File: src/rtl/fifo_pkg.sv
// fifo_pkg: shared sizing helpers for the guarded FIFO slice.
//   FIFO_CNT_W(depth)    : width of an occupancy counter holding 0..depth
//   FIFO_PTR_W(depth)    : width of a read/write pointer indexing depth entries
//   fifo_depth_ok(depth) : depth is a power of two and at least 2
package fifo_pkg;

   function automatic int unsigned FIFO_CNT_W(input int unsigned depth);
      return $clog2(depth + 1);
   endfunction

   function automatic int unsigned FIFO_PTR_W(input int unsigned depth);
      return $clog2(depth);
   endfunction

   function automatic bit fifo_depth_ok(input int unsigned depth);
      return (depth >= 2) && ((depth & (depth - 1)) == 0);
   endfunction

endpackage

File: src/rtl/fifo_regfile.sv
// fifo_regfile: DEPTH x WIDTH register array, no reset.
//   CLK   : clock, write on rising edge
//   we    : write enable
//   waddr : write address
//   wdata : write data
//   raddr : read address (asynchronous read)
//   rdata : mem[raddr]
module fifo_regfile
   import fifo_pkg::*;
#(
   parameter int unsigned WIDTH = 384,
   parameter int unsigned DEPTH = 4
) (
   input  logic                         CLK,
   input  logic                         we,
   input  logic [FIFO_PTR_W(DEPTH)-1:0] waddr,
   input  logic [WIDTH-1:0]             wdata,
   input  logic [FIFO_PTR_W(DEPTH)-1:0] raddr,
   output logic [WIDTH-1:0]             rdata
);

   logic [WIDTH-1:0] mem_q [DEPTH];
   logic [WIDTH-1:0] mem_d [DEPTH];

   always_comb begin
      mem_d = mem_q;
      if (we) mem_d[waddr] = wdata;
   end

   always_ff @(posedge CLK) begin
      mem_q <= mem_d;
   end

   assign rdata = mem_q[raddr];

endmodule

File: src/rtl/fifo_n_guarded.sv
// fifo_n_guarded: N-entry FIFO with guarded enq/deq/first methods.
//   CLK, nRST      : clock; synchronous active-low reset
//   in_enq__ENA    : enqueue strobe, acts only while in_enq__RDY
//   in_enq_v       : enqueue payload
//   in_enq__RDY    : enqueue permitted (not full, or full with a same-cycle
//                    dequeue when PIPELINED)
//   out_deq__ENA   : dequeue strobe, acts only while out_deq__RDY
//   out_deq__RDY   : FIFO non-empty
//   out_first      : head entry, undefined while empty
//   out_first__RDY : FIFO non-empty
//   count          : occupancy 0..DEPTH
module fifo_n_guarded
  import fifo_pkg::*;
#(
  parameter int unsigned WIDTH     = 384,
  parameter int unsigned DEPTH     = 4,
  parameter bit          PIPELINED = 1'b1
) (
  input  logic                         CLK,
  input  logic                         nRST,
  input  logic                         in_enq__ENA,
  input  logic [WIDTH-1:0]             in_enq_v,
  output logic                         in_enq__RDY,
  input  logic                         out_deq__ENA,
  output logic                         out_deq__RDY,
  output logic [WIDTH-1:0]             out_first,
  output logic                         out_first__RDY,
  output logic [FIFO_CNT_W(DEPTH)-1:0] count
);

  localparam int unsigned PTR_W = FIFO_PTR_W(DEPTH);
  localparam int unsigned CNT_W = FIFO_CNT_W(DEPTH);
  localparam logic [CNT_W-1:0] FULL_CNT = CNT_W'(DEPTH);

  if (!fifo_depth_ok(DEPTH)) begin : g_bad_depth
    $error("fifo_n_guarded: DEPTH must be a power of two and >= 2");
  end

  logic [PTR_W-1:0] rd_ptr_q, rd_ptr_d;
  logic [PTR_W-1:0] wr_ptr_q, wr_ptr_d;
  logic [CNT_W-1:0] count_q, count_d;
  logic             empty, full, enq, deq;

  assign empty = (count_q == '0);
  assign full  = (count_q == FULL_CNT);

  assign out_deq__RDY   = !empty;
  assign out_first__RDY = !empty;
  // Pipelined mode frees the slot being dequeued this cycle, so the ready
  // is combinational on the consumer's ENA.
  assign in_enq__RDY    = !full || (PIPELINED && out_deq__ENA);

  assign enq = in_enq__ENA && in_enq__RDY;
  assign deq = out_deq__ENA && out_deq__RDY;

  always_comb begin
    rd_ptr_d = rd_ptr_q;
    wr_ptr_d = wr_ptr_q;
    count_d  = count_q;
    if (enq) wr_ptr_d = wr_ptr_q + PTR_W'(1);
    if (deq) rd_ptr_d = rd_ptr_q + PTR_W'(1);
    case ({enq, deq})
      2'b10:   count_d = count_q + CNT_W'(1);
      2'b01:   count_d = count_q - CNT_W'(1);
      default: count_d = count_q;
    endcase
  end

  always_ff @(posedge CLK) begin
    if (!nRST) begin
      rd_ptr_q <= '0;
      wr_ptr_q <= '0;
      count_q  <= '0;
    end else begin
      rd_ptr_q <= rd_ptr_d;
      wr_ptr_q <= wr_ptr_d;
      count_q  <= count_d;
    end
  end

  fifo_regfile #(
    .WIDTH (WIDTH),
    .DEPTH (DEPTH)
  ) u_regfile (
    .CLK   (CLK),
    .we    (enq),
    .waddr (wr_ptr_q),
    .wdata (in_enq_v),
    .raddr (rd_ptr_q),
    .rdata (out_first)
  );

  assign count = count_q;

endmodule
File: config.mk
export PLATFORM = sky130hd
export DESIGN_NAME = fifo_n_guarded
export DESIGN_NICKNAME = d
export VERILOG_FILES = /design/src/rtl/fifo_pkg.sv /design/src/rtl/fifo_regfile.sv /design/src/rtl/fifo_n_guarded.sv
export SDC_FILE = /design/constraint.sdc
export NUM_CORES = 1
export LEC_CHECK = 0
export CAP_MARGIN = 20
export CORE_MARGIN = 3
export CORE_UTILIZATION = 59
export DETAILED_ROUTE_END_ITERATION = 10
export GPL_TIMING_DRIVEN = 0
export PLACE_DENSITY = 0.85
export SLEW_MARGIN = 20
export SYNTH_ARGS = -nofsm -noshare
export SYNTH_HDL_FRONTEND = slang
export SYNTH_SLANG_ARGS = --single-unit
File: constraint.sdc
create_clock -name CLK -period 22.4 [get_ports CLK]
set_clock_uncertainty 0.1 [all_clocks]
set_input_delay 3.36 -clock CLK [delete_from_list [all_inputs] [get_ports CLK]]
set_output_delay 3.36 -clock CLK [all_outputs]
set_load 0.02 [all_outputs]
**Word-level counts from Yosys, hierarchy flattened**

Cells that the tools add are included.

- Register bits after elaboration: 1,543

- $lt $le $gt $ge: 3
- Muxes and demuxes: 7
- Bitwise logic cells: 2
- Eq/ne operators: 3
- Reductions and logical operators: 8
- $add $sub $neg: 4

Operators with widths:

| operator | count |
|---|---|
| $bwmux W1536 | 1 |
| $mux W384 | 3 |
| $bmux W384 S2 | 1 |
| $demux W384 S2 | 1 |
| $ge A3 B3 Y1 const B | 2 |
| $not A2 Y3 | 2 |
| $pmux W3 S2 | 1 |
| $add A2 B1 Y2 const B | 2 |
| $add A3 B1 Y3 const B | 1 |
| $eq A3 B3 Y1 const B | 1 |
| $logic_and A1 B1 Y1 | 3 |
| $logic_not A3 Y1 | 1 |
| $lt A3 B1 Y1 const B | 1 |
| $sub A3 B1 Y3 const B | 1 |
| $eq A2 B1 Y1 const B | 1 |
| $eq A2 B2 Y1 const B | 1 |
| $logic_not A1 Y1 | 2 |
| $reduce_bool A2 Y1 | 1 |
| $logic_or A1 B1 Y1 | 1 |

**Longest topological paths before layout**

- Depth after elaboration: 6
- Depth in mapped cells: 10
- Depth with buffers taken out: 9

**By module**

Synthesis repeated with hierarchy kept, for this count alone.

- Cell total of the unflattened synthesis: 2,049
- Area total of the unflattened synthesis: 56,832.0 µm²

Modules (own cells, without submodules):

| module | cells an instance | area an instance (µm²) | sequential area each (µm²) | times used |
|---|---|---|---|---|
| fifo_regfile | 2,010 | 56,449.1 | 46,124.2 | 1 |
| fifo_n_guarded | 39 | 382.9 | 140.1 | 1 |

**Least setup slack after synthesis**

OpenSTA, ideal clock, no wires.

- Path kind: input -> register
- Start: input out_deq__ENA
- End: register u_regfile.mem_q[0] in the netlist's numbering (enable)
- Path slack: 9.059 ns
- Required time: 21.500 ns
- Setup time: 0.800 ns
- Arrival: 12.441 ns
- Buffers on the path: 1
- Cell stages on the path: 3
- Path through: or4b_1 -> buf_2 -> and3_1

- Word-level cells in the longest chain between the ends: 2

RTL lines:

| what | line | text |
|---|---|---|
| start: declaration | fifo_n_guarded.sv:24 | `input logic out_deq__ENA,` |
| $logic_or A1 B1 Y1 | fifo_n_guarded.sv:51 | `assign in_enq__RDY = !full \|\| (PIPELINED && out_deq__ENA);` |
| named net in_enq__RDY | fifo_n_guarded.sv:23 | `output logic in_enq__RDY,` |
| $logic_and A1 B1 Y1 | fifo_n_guarded.sv:53 | `assign enq = in_enq__ENA && in_enq__RDY;` |
| end signal: assignment | fifo_regfile.sv:31 | `mem_q <= mem_d;` |
| end: declaration | fifo_regfile.sv:22 | `logic [WIDTH-1:0] mem_q [DEPTH];` |

The timed path passes the listed nets, and every way through them passes these cells.
A chain may end at the register's enable or synchronous reset.

**Worst setup path after layout**

- Start: input out_deq__ENA
- End: output in_enq__RDY

- Word-level cells in the longest chain between the ends: 1

RTL lines:

| what | line |
|---|---|
| $logic_or A1 B1 Y1 | fifo_n_guarded.sv:51 |
| end: declaration | fifo_n_guarded.sv:23 |

Every way passes these cells.

==> results_dict.tcl <==
set metrics [dict create \
    synth_fp_nets 2449 \
    crit_buf_inv 3 \
    holdBufCountCts 0 \
    via_per_inst 6.27 \
    area_growth_pct 27.2 \
    fmax_mhz 117 \
    switching_share_pct 27.4 \
    drtIter0Drc 3037 \
    yosysUniqueCellTypes 26 \
    most-common-layout-cells "edfxtp_1 (1536), clkdlybuf4s50_1 (777), mux4_2 (384)" \
    r2r_start "count[0]$_SDFFE_PN0P_" \
    syn_inst 2055 \
    gp_congestion 0.792 \
    clockRootBuffer "clkbuf_16" \
    critPathMaxFanout 7 \
    cts_inserted_buffers 149 \
    synth_top_area_share_pct 82.8 \
    end_kind "output port" \
    yosys.area.top_type "edfxtp_1" \
    clk_pin_slew_worst_paths_ns 0.06 \
    maxSlewViolCount 0 \
    cts_tree "done" \
    finalNonFillerCells 4437 \
    crit_arrival_ns 5.10 \
    crit_type "input port to output port" \
    tns_ns 0 \
    clk_latency_ns 0.74 \
    hpwl_mm 89.5 \
    htree_num_levels 4 \
    irDropWorstVdd_mv 0.0973 \
    layout_commonest_cell "edfxtp_1" \
    grt_overflow 0 \
    nets 3413 \
    clockBufferDepth 3 \
    grt_pass1_vias 29394 \
    rsz0062_at_grt "false" \
    io_pins 778 \
    ff2ff_setup_slack_ns 18.97 \
    synth_area_leaders "edfxtp_1 (83%), mux4_2 (16%), buf_4 (0.38%)" \
    grt_use_met3_pct 9.28 \
    port_buffers 777 \
    wire_per_inst_um 33.1 \
    pwr-share-seq_pct 43.6 \
    layout_min_cycle_time_ns 8.56 \
    drtAntennaViolNets 0 \
    drc_errors 0 \
    firstDrtPassIters 5 \
    start_util_pct 59.6 \
    antenna_found_initial 53 \
    place_inst 4122 \
    p_comb_share_pct 25.4 \
    crit_path_max_incr_delay_ns 0.61 \
    tightest_slew_ns 0.899 \
    row_count 112 \
    clkPwrFrac_pct 31.0 \
    grt.busiest_layer "met2" \
    syn_area_per_cell_um2 27.1 \
    cp.required_ns 18.94 \
    clock_sinks 1543 \
    use_met2_pct 52.1 \
    cp_common_cell "clkdlybuf4s50_1" \
    ys_warn_count 0 \
    fin_hold_ws_ns 0.423 \
    die_area_um2 98100 \
    seq_area_frac_synth_pct 83.1 \
    synthesis.area_um2 55700 \
    cts_resized 0 \
    min-delay-start "wr_ptr_q[0]$_SDFFE_PN0P_" \
    grt_start_max_net_pins 50 \
    grt_pass1_wl_mm 211 \
    status "completed" \
    ys_ff_latch 1543 \
    met1_usage_pct 34.4 \
    switchingPower_mw 2.17 \
    postCtsSetupBuffers 0 \
    worst_setup_path_start_kind "input port" \
    power.leakage_nw 22.4 \
    drive_gt1_share_pct 21.9 \
    drv_cap 0 \
    dpl_worst_slack_ns 13.88 \
    powerDensity_nw_per_um2 112 \
    fill_cells 4552 \
    core_area_um2 93500 \
    hold_class "flop to flop" \
    crit_chain "clkdlybuf4s50_1 -> or4b_1 -> buf_2 -> clkdlybuf4s50_1" \
    hold_viol 0 \
    cp_top_family "buffers and inverters" \
    setup_viol 0 \
    vias 27831 \
    setup_ws_ns 13.84 \
    grtUsageTotal_pct 30.3 \
    die_y_um 313 \
    chipWidth_um 313 \
    wirelength_mm 147 \
    cp-startpoint "out_deq__ENA" \
    fin_crit_sh_pct 38.2 \
    slowest_stage "clkdlybuf4s50_1" \
    timing.slew.headroom_pct 40.1 \
    power.internal_mw 5.75 \
]
worst register-to-register path, cell delays in order, from the launching register on:
cell	delay, ns
dfxtp_1	0.53
or4b_1	0.18
buf_2	0.17
and3_4	0.53
buf_12	0.30
buf_12	0.28
buf_16	0.31
buf_16	0.29
buf_16	0.35
path summary, 6_finish.rpt:
| check | to | cells after the start |
|---|---|---|
| max | in_enq__RDY | 4 |
| min | wr_ptr_q[0]$_SDFFE_PN0P_ | 2 |
| max reg2reg | u_regfile.mem_q[544]$_DFFE_PP_ | 8 |
| min reg2reg | wr_ptr_q[0]$_SDFFE_PN0P_ | 2 |
per-layer routing:
layer,part of all wire [%],vias up,wire length [um]
met5,0.067,-,99
met4,5.4,16,7970
met3,9.7,377,14300
met2,53,1776,78500
met1,31,14668,46200
li1,-,10994,-
kinds of logic after synthesis:
logic type / count (synthesis) / share of synthesized area, %
AND/OR/NAND/NOR: 17 / 0.184
multiplexers: 385 / 15.5
AO/OA/AOI/OAI: 6 / 0.0719
flip-flops: 1543 / 83.1
adder cells (fa/ha/maj): 6 / 0.148
XOR/XNOR: 4 / 0.0629
buffers and inverters: 94 / 0.897
state kept, by name, summed over array words and instances, names as in the netlist:
register,cells
count,3
rd_ptr_q,2
u_regfile.mem_q,1536
wr_ptr_q,2
final cells by class:
class | instances | area, um^2 | share of cell area, %
flip-flops and latches | 1543 | 46300 | 65.3
clock inverters | 73 | 682 | 0.963
plain buffers | 88 | 477 | 0.673
inverters | 6 | 22.5 | 0.0318
multi-input cells | 418 | 8940 | 12.6
clock buffers | 194 | 4080 | 5.76
diodes | 48 | 120 | 0.170
repair buffers | 813 | 8670 | 12.2
well taps | 1254 | 1570 | 2.22
synth_stat cells:
master,n
o311ai_0,1
clkbuf_1,7
o21ai_1,1
inv_1,6
buf_1,20
mux4_2,384
or4b_1,1
dfxtp_1,7
o31a_1,1
and2_1,3
o21ai_0,2
a21boi_0,1
xor2_1,1
edfxtp_1,1536
fa_1,1
nand2_1,4
and2_4,1
mux2i_1,1
ha_1,5
and3_1,4
buf_2,33
buf_4,28
nor2b_1,1
nand4_1,1
or3_1,2
xnor2_1,3
power groups by stage:
| stage | Combinational, mW | Clock [mW] | Sequential [mW] |
|---|---|---|---|
| global placement | 1.90 | 0 | 3.62 |
| floorplan | 1.07 | 0 | 3.56 |
| detailed placement | 1.98 | 0 | 3.49 |
| CTS | 2.03 | 2.49 | 3.45 |
| global route | 2.08 | 2.59 | 3.46 |
| finish | 2.01 | 2.46 | 3.45 |
per-stage QoR:
stage	util (%)	instance area [um^2]	power, mW
after floorplan	-	55700	4.63
after CTS	75.6	70700	7.96
after global placement	69.6	65000	5.52
final	75.8	70800	7.91
after global routing	75.7	70800	8.13
after detailed placement	70.5	65900	5.47
(Power assumes the default switching activity.)
